### config.mk
export PLATFORM = sky130hd
export DESIGN_NAME = fetch_pc_unit
export DESIGN_NICKNAME = d
export VERILOG_FILES = /design/src/rtl/fetch_pc_unit.sv
export SDC_FILE = /design/constraint.sdc
export NUM_CORES = 1
export LEC_CHECK = 0
export ABC_AREA = 1
export CAP_MARGIN = 10
export CORE_MARGIN = 4
export CORE_UTILIZATION = 46
export DETAILED_ROUTE_END_ITERATION = 7
export MAX_ROUTING_LAYER = met4
export PLACE_DENSITY = 0.78
export SLEW_MARGIN = 20
export SYNTH_ARGS = -nofsm -noshare
export SYNTH_HDL_FRONTEND = slang
export SYNTH_SLANG_ARGS = --single-unit
### constraint.sdc
create_clock -name clk -period 3.15 [get_ports clk]
set_clock_uncertainty 0.15 [all_clocks]
set_input_delay 0.4725 -clock clk [delete_from_list [all_inputs] [get_ports clk]]
set_output_delay 0.4725 -clock clk [all_outputs]
set_load 0.02 [all_outputs]
### src/rtl/fetch_pc_unit.sv
// Instruction-fetch stage: PC register, next-PC select and F/D register.
// Delayed-branch pipeline; redirects come from the D-stage controls.
module fetch_pc_unit #(
    parameter logic [31:0] RESET_PC = 32'h0000_3000
) (
    input  logic        clk,
    input  logic        reset,
    input  logic        stall,
    input  logic        D_branch,
    input  logic        judge,
    input  logic        D_jump,
    input  logic        D_jr,
    input  logic [31:0] D_rs_data,
    input  logic [31:0] i_instr,
    output logic [31:0] F_pc,
    output logic [31:0] D_instr,
    output logic [31:0] D_pc,
    output logic [31:0] D_pc8,
    output logic [31:0] fetch_count
);

    logic [31:0] pc_q, pc_d;
    logic [31:0] instr_q, instr_d;
    logic [31:0] dpc_q, dpc_d;
    logic [31:0] cnt_q, cnt_d;
    logic [31:0] d_pc_plus4;
    logic [31:0] br_off;
    logic [31:0] next_pc;

    assign d_pc_plus4 = dpc_q + 32'd4;
    assign br_off     = {{14{instr_q[15]}}, instr_q[15:0], 2'b00};

    // Next-PC select: jr, then j/jal, then taken branch, else sequential.
    always_comb begin
        next_pc = pc_q + 32'd4;
        if (D_jr) begin
            next_pc = {D_rs_data[31:2], 2'b00};
        end else if (D_jump) begin
            next_pc = {d_pc_plus4[31:28], instr_q[25:0], 2'b00};
        end else if (D_branch && judge) begin
            next_pc = d_pc_plus4 + br_off;
        end
    end

    // Stall freezes everything; the held D redirect is reapplied later.
    always_comb begin
        pc_d    = pc_q;
        instr_d = instr_q;
        dpc_d   = dpc_q;
        cnt_d   = cnt_q;
        if (!stall) begin
            pc_d    = next_pc;
            instr_d = i_instr;
            dpc_d   = pc_q;
            cnt_d   = cnt_q + 32'd1;
        end
    end

    // State update; reset wins over stall and any pending redirect.
    always_ff @(posedge clk) begin
        if (reset) begin
            pc_q    <= RESET_PC;
            instr_q <= 32'd0;
            dpc_q   <= 32'd0;
            cnt_q   <= 32'd0;
        end else begin
            pc_q    <= pc_d;
            instr_q <= instr_d;
            dpc_q   <= dpc_d;
            cnt_q   <= cnt_d;
        end
    end

    assign F_pc        = pc_q;
    assign D_instr     = instr_q;
    assign D_pc        = dpc_q;
    assign D_pc8       = dpc_q + 32'd8;
    assign fetch_count = cnt_q;

endmodule

==> summary.md <==
| Metric | Value |
|---|---|
| Status | `finished with violations` |
| Failing checks | `setup timing` |
| Int Pwr | `0.00358 W` |
| Share of cells above drive strength 1 | `0.234` |
| Final hold violation count | `0` |
| Synth area leaders | `dfxtp_1, nand2_1, a21oi_1, o21ai_0, inv_1` |
| CTS tree | `yes` |
| Main synth FF type | `dfxtp_1` |
| Core Region | `0.0204 sq mm` |
| Gr ovfl total | `0` |
| DRC | `0` |
| CTS Buf Count | `17` |
| Bufs on Longest Clock Path | `2` |
| Worst setup margin | `-0.0397 ns` |
| Area occupied by multi-input gates | `0.00717 sq mm` |
| Post-synth top area cell | `dfxtp_1` |
| Die X | `153 um` |
| Syn_nets | `1639` |
| Worst setup EP type | `register` |
| DIE AREA | `0.0233 sq mm` |
| Worst-path clk slew | `0.07 ns` |
| Mapped cell area | `0.00962 sq mm` |
| Worst Max-Slew Pin Slew | `roughly 0.93 ns` |
| Crit share post-route | `1.01` |
| Nets@finish | `1966` |
| Peak supply drop | `roughly 460 uV` |
| Initial core utilization | `0.471` |
| Final hold slack | `0.324 ns` |
| GPL Wtd Cong | `0.978` |
| Register area | `0.00258 sq mm` |
| Synth-to-Final Area Change | `53.1%` |
| H-tree depth | `4` |
| Yosys reg bits | `between 100 and 150` |
| Initial antenna violation count | `1` |
| Wirelength, routed | `about 41000 um` |
| Critical path class | `register to register` |
| Wirelength per Cell | `roughly 19 um` |
| First-pass GRT wire length | `61400 um` |
| CP Max Fanout | `4` |
| Ports | `231` |
| CTS root buf | `clkbuf_16` |
| Worst Setup Start Kind | `register` |
| Data required, critical path | `approximately 3.4 ns` |
| Hold Path Class | `register to register` |
| Vias per cell | `between 5 and 6` |
| Total placed instance area | `0.0130 sq mm` |
| Switching share of power | `0.346` |
| Via count of the first global-routing pass | `11400` |
| Layout Utilization | `0.721` |
| Syn Area/Cell | `6.29 sq um` |
| Row cnt | `52` |
| Async SR Flop Fraction | `0` |
| Sink Count | `between 100 and 150` |
| Max-slew violation count | `0` |
| Via count | `about 12000` |
| Sequential-to-total area share from yosys stat | `0.266` |
| Worst-skew pair later-pin latency | `0.43 ns` |
| Cts hold-fix bufs | `0` |
| Initial DRC Count | `1074` |
| Slew HR | `0.378` |
| Antenna Nets Post-Route | `0` |
| Dpl hpwl | `between 30000 and 40000 um` |
| Post-synth cell types | `52` |
| Buffers on Ports | `228` |
| Seq pwr share | `0.337` |
| F_max | `314 MHz` |
| Pleak | `6.35 nW` |
| Pwr Density | `371 mW/mm^2` |
| FILL cells | `1669` |
| Switching Power | `0.00189 W` |
| Setup violators final | `3` |
| Post-synth top area share | `0.266` |
| Synth Instances | `1530` |
| Power share of the clock group | `0.376` |
| Fin crit period | `approximately 3.2 ns` |
| Worst path arrival time | `3.40 ns` |
| Unrepaired setup endpoints after global routing | `yes` |
| Number of synthesized flops with an enable pin | `0` |
| Largest net degree at the start of global routing | `77` |
| Die span in y | `153 um` |
| Design Area, Final | `0.0147 sq mm` |
| Max-capacitance violation count | `0` |
| Tot GR Track Use | `0.337` |
| Logic pwr share | `0.287` |
| YS warnings | `0` |
| 1st-pass router iterations | `8` |
flip-flops by register name, summed over array words and instances (netlist names):
name,flops
fetch_count,32
F_pc,32
D_instr,32
D_pc,32
cell usage after synthesis, drive strengths merged, types with 2 or more instances:
| cell type | count |
|---|---|
| nand2 | 362 |
| a21oi | 180 |
| inv | 179 |
| nor2 | 169 |
| o21ai | 137 |
| dfxtp | 128 |
| nand3 | 94 |
| xor2 | 50 |
| clkbuf | 47 |
| nor3 | 45 |
| ha | 37 |
| nand4 | 19 |
| o211ai | 11 |
| buf | 10 |
| xnor2 | 10 |
| nand3b | 9 |
| a31oi | 6 |
| nor4 | 6 |
| o21bai | 6 |
| or2 | 6 |
| nor3b | 3 |
| o21a | 3 |
| a211oi | 2 |
| mux2i | 2 |
path summary, 6_finish.rpt:
check	startpoint	end	slack [ns]	depth (start not counted)
setup / recovery	D_pc[12]	F_pc[27]	-0.04	22
hold / removal	D_instr[17]	D_instr[17]	0.32	2
setup reg to reg	D_pc[12]	F_pc[27]	-0.04	22
hold reg to reg	D_instr[17]	D_instr[17]	0.32	2
placed cells by master (no fill, tap or decap), types with 7 or more instances in the layout:
cell type          n
nand3b_1           9
nand3_2           19
inv_1            155
nor2_4            17
nor3_2            15
o211ai_1          11
clkbuf_16         18
nor3_1            22
nand2_4            7
xnor2_1            7
o21ai_1           10
nand4_1           18
nand2_1          297
dfxtp_2            8
nor2_1           133
a21oi_1          151
dfxtp_1          118
dlymetal6s2s_1     9
ha_1              14
nor2_2            18
clkdlybuf4s50_1  211
o21ai_0          121
inv_2             24
nor3_4             8
nand2_2           58
xor2_1            39
xor2_2             9
buf_6              7
a21oi_2           24
nand3_1           71
ha_4              19
buf_4            130
kinds of logic (layout without fill, tap and decap cells):
kind of cell	count (synthesis)	after routing	share of synthesized area
AND/OR/NAND/NOR	715	715	0.341
adder cells (fa/ha/maj)	38	38	0.0502
other	0	1	0
multiplexers	2	2	0.00208
buffers and inverters	237	577	0.0947
XOR/XNOR	60	60	0.0546
AO/OA/AOI/OAI	350	350	0.191
flip-flops	128	128	0.266
power groups by stage:
stage / Clock (W) / Combinational [W] / Sequential (W)
floorplan: 0 / 0.000604 / 0.00195
global placement: 0 / 0.00133 / 0.00186
detailed placement: 0 / 0.00135 / 0.00186
CTS: 0.00207 / 0.00140 / 0.00183
global route: 0.00215 / 0.00168 / 0.00185
finish: 0.00206 / 0.00157 / 0.00184
repair_timing:
item                       4_1_cts  5_1_grt
setup buffers                    6       16
setup endpoints to repair       30       32
pin swaps                       25       67
resized for setup               66      178
metal layers:
| layer | vias to the layer above | share of wire | track usage |
|---|---|---|---|
| met3 | 100 | 0.093 | 0.0721 |
| met4 | 0 | 0.032 | 0.0984 |
| met1 | 5505 | 0.40 | 0.418 |
| met5 | - | 0 | - |
| met2 | 565 | 0.47 | 0.553 |
| li1 | 5687 | - | - |
layout make-up:
cell class / count / area share
sequential: 128 / 0.175
antenna: 1 / 0.000170
multi-input combinational: 1165 / 0.487
tap: 270 / 0.0229
inverter: 180 / 0.0459
clock inverter: 13 / 0.00943
clock buffer: 19 / 0.0315
timing repair buffer: 365 / 0.228
per-stage QoR:
stage / setup slack, ns / setup TNS (ns) / total power, W / instances
2_1_floorplan: -0.0747 / -0.200 / 0.00255 / 1530
3_3_place_gp: -0.138 / -1.13 / 0.00319 / 2086
3_5_place_dp: -0.213 / -1.82 / 0.00321 / 2086
4_1_cts: -0.0137 / -0.0240 / 0.00530 / 2124
5_1_grt: -0.228 / -1.94 / 0.00568 / 2141
6_report: -0.0397 / -0.112 / 0.00547 / 2141
critical path, stage by stage (launching register included):
cell,delay (ns)
dfxtp_2,0.33
buf_4,0.11
nand2_2,0.06
buf_4,0.15
nor3_4,0.28
nand2_2,0.13
nor2_4,0.19
buf_4,0.15
xor2_2,0.19
ha_4,0.25
nand2_2,0.10
inv_1,0.06
nand2_1,0.09
nand2_2,0.09
a21oi_4,0.15
nor2_1,0.06
nor2_1,0.14
nand2_1,0.07
nand2_1,0.07
nand3_2,0.08
nand2_1,0.08
nand2_1,0.05
a21oi_1,0.13
Power figures use the tool's default switching activity.
